<file path="src/rtl/audio_route_fader.sv">
// audio_route_fader: selects one of NUM_SRC stereo PCM streams. Every source
// change is made click-free by fading the old source down to silence,
// switching in one idle cycle, and fading the new source back up.
//
// Handshake: src_valid[i] is a one-cycle strobe; only the strobe of the source
// in active_sel is accepted. There is no backpressure. Each accepted sample
// produces one out_valid pulse one cycle later, carrying L and R together.
module audio_route_fader #(
  parameter int NUM_SRC = 4,
  parameter int SEL_W   = 2,
  parameter int DATA_W  = 24,
  parameter int RAMP_W  = 4
) (
  input  logic                      clk,
  input  logic                      reset,
  input  logic                      run,
  input  logic [SEL_W-1:0]          select,
  input  logic [NUM_SRC-1:0]        src_valid,
  input  logic [NUM_SRC*DATA_W-1:0] src_l_data,
  input  logic [NUM_SRC*DATA_W-1:0] src_r_data,
  output logic                      out_valid,
  output logic [DATA_W-1:0]         out_l_data,
  output logic [DATA_W-1:0]         out_r_data,
  output logic [SEL_W-1:0]          active_sel,
  output logic                      busy,
  output logic [2:0]                dbg_state
);

  typedef enum logic [2:0] {
    ST_STOPPED   = 3'd0,
    ST_RAMP_UP   = 3'd1,
    ST_PASS      = 3'd2,
    ST_RAMP_DOWN = 3'd3,
    ST_SWITCH    = 3'd4
  } state_t;

  localparam int              PW          = DATA_W + RAMP_W + 2;
  localparam logic [RAMP_W:0] RAMP_MAX    = {1'b1, {RAMP_W{1'b0}}};
  localparam logic [RAMP_W:0] RAMP_MAX_M1 = RAMP_MAX - 1'b1;
  localparam logic [RAMP_W:0] GAIN_ONE    = (RAMP_W+1)'(1);
  localparam logic [SEL_W:0]  NUM_SRC_W   = (SEL_W+1)'(NUM_SRC);

  state_t              state_q, state_d;
  logic [RAMP_W:0]     gain_q, gain_d;
  logic [SEL_W-1:0]    target_q, target_d;
  logic [SEL_W-1:0]    active_q, active_d;
  logic                out_valid_q, out_valid_d;
  logic [DATA_W-1:0]   out_l_q, out_l_d;
  logic [DATA_W-1:0]   out_r_q, out_r_d;

  logic                accepted;
  logic signed [DATA_W-1:0] sample_l, sample_r;
  logic signed [RAMP_W+1:0] gain_s;
  logic signed [PW-1:0]     prod_l, prod_r;
  logic [DATA_W-1:0]        faded_l, faded_r;
  logic                     unused_prod_bits;

  // Out-of-range select values leave the routing target untouched.
  always_comb begin
    target_d = target_q;
    if ({1'b0, select} < NUM_SRC_W) target_d = select;
  end

  // Pick the strobe and samples of the currently routed source.
  always_comb begin
    accepted = 1'b0;
    sample_l = '0;
    sample_r = '0;
    for (int i = 0; i < NUM_SRC; i++) begin
      if (active_q == SEL_W'(i)) begin
        accepted = src_valid[i];
        sample_l = src_l_data[i*DATA_W +: DATA_W];
        sample_r = src_r_data[i*DATA_W +: DATA_W];
      end
    end
  end

  // Signed gain multiply; taking bits above RAMP_W is an arithmetic shift
  // right, i.e. rounding toward negative infinity.
  assign gain_s  = {1'b0, gain_q};
  assign prod_l  = PW'(sample_l) * PW'(gain_s);
  assign prod_r  = PW'(sample_r) * PW'(gain_s);
  assign faded_l = prod_l[RAMP_W +: DATA_W];
  assign faded_r = prod_r[RAMP_W +: DATA_W];
  assign unused_prod_bits = ^{prod_l[RAMP_W-1:0], prod_l[PW-1 -: 2],
                              prod_r[RAMP_W-1:0], prod_r[PW-1 -: 2]};

  // Next-state, gain stepping and output sample generation.
  always_comb begin
    state_d     = state_q;
    gain_d      = gain_q;
    active_d    = active_q;
    out_valid_d = 1'b0;
    out_l_d     = out_l_q;
    out_r_d     = out_r_q;
    if (!run) begin
      // Disable is immediate: no fade-out, data forced to silence.
      state_d = ST_STOPPED;
      gain_d  = '0;
      out_l_d = '0;
      out_r_d = '0;
    end else begin
      unique case (state_q)
        ST_STOPPED: begin
          active_d = target_q;
          gain_d   = '0;
          state_d  = ST_RAMP_UP;
        end
        ST_RAMP_UP: begin
          if (accepted) begin
            out_valid_d = 1'b1;
            out_l_d     = faded_l;
            out_r_d     = faded_r;
            gain_d      = gain_q + 1'b1;
            if (gain_q == RAMP_MAX_M1) state_d = ST_PASS;
          end
          // A new target wins over reaching full gain; fade from wherever we are.
          if (target_q != active_q) state_d = ST_RAMP_DOWN;
        end
        ST_PASS: begin
          if (accepted) begin
            out_valid_d = 1'b1;
            out_l_d     = faded_l;
            out_r_d     = faded_r;
          end
          if (target_q != active_q) state_d = ST_RAMP_DOWN;
        end
        ST_RAMP_DOWN: begin
          // Target changes are ignored here; the ramp always completes.
          if (gain_q == '0) begin
            state_d = ST_SWITCH;
          end else if (accepted) begin
            out_valid_d = 1'b1;
            out_l_d     = faded_l;
            out_r_d     = faded_r;
            gain_d      = gain_q - 1'b1;
            if (gain_q == GAIN_ONE) state_d = ST_SWITCH;
          end
        end
        ST_SWITCH: begin
          // One silent cycle; any strobe here is dropped.
          active_d = target_q;
          gain_d   = '0;
          state_d  = ST_RAMP_UP;
        end
        default: state_d = ST_STOPPED;
      endcase
    end
  end

  // State and datapath registers with asynchronous reset.
  always_ff @(posedge clk or posedge reset) begin
    if (reset) begin
      state_q     <= ST_STOPPED;
      gain_q      <= '0;
      target_q    <= '0;
      active_q    <= '0;
      out_valid_q <= 1'b0;
      out_l_q     <= '0;
      out_r_q     <= '0;
    end else begin
      state_q     <= state_d;
      gain_q      <= gain_d;
      target_q    <= target_d;
      active_q    <= active_d;
      out_valid_q <= out_valid_d;
      out_l_q     <= out_l_d;
      out_r_q     <= out_r_d;
    end
  end

  assign out_valid  = out_valid_q;
  assign out_l_data = out_l_q;
  assign out_r_data = out_r_q;
  assign active_sel = active_q;
  assign busy       = (state_q == ST_RAMP_UP) || (state_q == ST_RAMP_DOWN) ||
                      (state_q == ST_SWITCH);
  assign dbg_state  = state_q;

endmodule

</file>
<file path="config.mk">
export PLATFORM = sky130hd
export DESIGN_NAME = audio_route_fader
export DESIGN_NICKNAME = d
export VERILOG_FILES = /design/src/rtl/audio_route_fader.sv
export SDC_FILE = /design/constraint.sdc
export NUM_CORES = 1
export LEC_CHECK = 0
export ABC_AREA = 1
export BUFFER_PORTS_ARGS = -buffer_cell sky130_fd_sc_hd__buf_4
export CAP_MARGIN = 25
export CORE_MARGIN = 3
export CORE_UTILIZATION = 61
export CTS_CLUSTER_DIAMETER = 60
export CTS_CLUSTER_SIZE = 25
export DETAILED_ROUTE_END_ITERATION = 8
export PLACE_DENSITY = 0.88
export SLEW_MARGIN = 20
export SYNTH_ARGS = -nofsm -noshare
export SYNTH_HDL_FRONTEND = slang
export SYNTH_SLANG_ARGS = --single-unit
</file>
<file path="constraint.sdc">
create_clock -name clk -period 10 [get_ports clk]
set_clock_uncertainty 0.05 [all_clocks]
set_input_delay 2 -clock clk [delete_from_list [all_inputs] [get_ports clk]]
set_output_delay 2 -clock clk [all_outputs]
set_load 0.02 [all_outputs]
</file>
==> metrics.csv <==
metric;value;unit
status;complete, no violations;
dpl.cell_count;2208;
layout.cells.non_filler;2225;
die-width;147;um
dpl_worst_slack;3.55;ns
synth_top_area_share;23.2;%
crit_fanout;47;
layout-drive-gt1-share;16.9;%
crit_chain;nand2_4, inv_2, a221oi_1, nand2_1, o21ai_0, nor2_1, fa_1, fa_1, inv_1, fa_1, inv_1, ha_1, nand2_1, nand2_1, a21oi_1, o21ai_0, inv_1, nor2_1, nor2_1, nand2_2, nand2_1, nand3_1, nand3_1, nand2_1;
start_kind;flop;
syn_inst;1746;
synth-edff-count;0;
dp_hpwl;31900;um
period_needed;6.41;ns
hold_viol_final;0;
clockRootBuffer;clkbuf_16;
synth_area;12100;um2
cts-hold-fix-buffers;0;
wl_per_cell;17.9;um
remaining_drc_errors;0;
die_h;147;um
yosysUniqueCellTypes;52;
async_flop_share;100;%
crit_top_cell;nand2_1;
syn-num-nets;2190;
setup_tns;0;ns
timing.final.crit_share;64.1;%
maxCapViolCount;0;
worstPathArrival;6.60;ns
slowest_delay;0.89;ns
synth_area_per_cell;6.93;um2
crit_family;adder cells;
worst_pin_slew;1.02;ns
finalMaxSlewViolations;0;
setup.worst_path.end_class;flop;
diodes;0;
dpl_cell_area;14100;um2
drtIter0Drc;1042;
vias;12757;
postRouteAntennaNets;0;
power_density;293;nW/um2
clock_path_buffers;2;
cpMaxStageDelayCell;dfrtp_1;
synth_warnings;0;
power_leakage;0.00796;uW
synth_seq_cells;61;
ir_drop;176;uV
cts_setup_buffers;0;
synth_top_cell_by_area;fa_1;
path_clk_slew;0.06;ns
synth_ff_type;dfrtp_1;
synth_seq_area_share;12.6;%
nets;2404;
gp_congestion;1.00;
first_pass_iters;6;
rows;50;
cts_tree;built;
grt_pass1_wl;64200;um
wl;39800;um
fmax;156;MHz
core;19100;um2
cts_buffers;9;
clock-sinks;61;
initial_utilization;63.4;%
required;10.19;ns
fin_hold_ws;0.429;ns
synth_area_leaders;fa_1 23%, dfrtp_1 13%, ha_1 11%;
critPathKind;reg2reg;
grt_pass1_vias;12841;
die_area;21600;um2
via_per_inst;5.73;
finalSetupViolCount;0;
grt_max_degree;62;
crit_buf_inv;4;
cts_resized;0;
gr-total-overflow;0;
area_growth;19.3;%
clk_latency;0.35;ns
grt_use_total;36.9;%
h-tree-depth;3;
rsz0062_at_grt;false;
slew_headroom;31.5;%
finish.instance_area;14400;um2
setup_slack;3.59;ns
pin_count;256;
hp-class;reg2reg;
antenna_found_initial;0;
port_buffers;255;
-- worst reg2reg max path: cells and delay by family (launching register included) --
family | cells | cell delay (ns)
and+or+nand+nor | 12 | 1.63
buffers and inverters | 4 | 0.94
AOI/OAI and AO/OA | 4 | 0.88
adders and majority gates | 4 | 1.90
DFF | 1 | 0.89
-- report_power, final --
part           switching, uW  total, uW  internal [uW]  leakage, uW
logic                   2340       3480           1140      0.00698
clock network            127        370            243     0.000163
registers               60.4        377            316     0.000812
-- routing by layer --
metal / global-route usage (%) / wire (um) / vias to the layer above
met1: 45.2 / 14900 / 6105
met2: 63.7 / 19500 / 649
met5: 0 / 0 / -
li1: - / - / 5860
met3: 5.61 / 3140 / 143
met4: 18.1 / 2190 / 0
-- state kept, by name (all words and copies together), names as in the netlist --
register	count
dbg_state	3
gain_q	5
out_valid	1
out_l_data	24
out_r_data	24
target_q	2
active_sel	2
-- placed cells by master, fill, tap and decap left out, types with 8 or more instances in the layout --
cell type and count:
a21oi_1 64, nand3_1 52, a221oi_1 23, xor2_1 10, fa_1 140, ha_1 103, dfrtp_1 61, inv_2 12
nand2_2 8, a21o_1 8, o22ai_1 15, nor2_1 282, o21ai_0 107, clkbuf_16 9, nand2_1 325, nor3_1 13
inv_1 334, o21ai_1 32, a21oi_2 11, buf_4 261, a31oi_1 10, xnor2_1 11, or2_2 8
-- cells in the mapped netlist (all sizes together), types with 11 or more instances --
master,count
inv,347
nand2,337
nor2,286
fa,140
o21ai,140
ha,103
a21oi,75
dfrtp,61
nand3,55
clkbuf,36
a221oi,23
buf,23
o22ai,15
nor3,14
xnor2,11
-- cell families after synthesis --
| group | after synthesis | synth area share, % |
|---|---|---|
| and+or+nand+nor | 719 | 24.5 |
| buffers and inverters | 407 | 13.3 |
| AOI/OAI and AO/OA | 295 | 14.3 |
| adders and majority gates | 243 | 33.8 |
| DFF | 61 | 12.6 |
| xor gates and xnor gates | 21 | 1.52 |
-- path summary, 6_finish.rpt --
kind	cells past startpoint	start	slack, ns	endpoint
worst max-delay path	24	active_sel[0]$_DFFE_PP0P_	3.59	out_r_data[22]$_DFFE_PP0P_
worst min-delay path	2	out_r_data[4]$_DFFE_PP0P_	0.43	out_r_data[4]$_DFFE_PP0P_
worst max register to register	24	active_sel[0]$_DFFE_PP0P_	3.59	out_r_data[22]$_DFFE_PP0P_
worst min register to register	2	out_r_data[4]$_DFFE_PP0P_	0.43	out_r_data[4]$_DFFE_PP0P_
max in group asynchronous	3	reset	7.49	active_sel[1]$_DFFE_PP0P_
min in group asynchronous	3	reset	1.85	out_l_data[11]$_DFFE_PP0P_
-- layout make-up --
cell class	instances	area, um2
multi-input combinational	1278	8970
fill	1521	4640
timing repair buffer	262	1970
sequential	61	1530
inverter	348	1310
tap	260	325
clock buffer	10	229
clock inverter	6	111
-- stage by stage --
| stage | total power [uW] | utilization [%] |
|---|---|---|
| floorplan | 2800 | - |
| global placement | 3650 | 73.9 |
| detailed placement | 3780 | 73.9 |
| CTS | 4170 | 75.7 |
| global route | 4640 | 75.7 |
| finish | 4230 | 75.7 |
(Power assumes the default switching activity.)
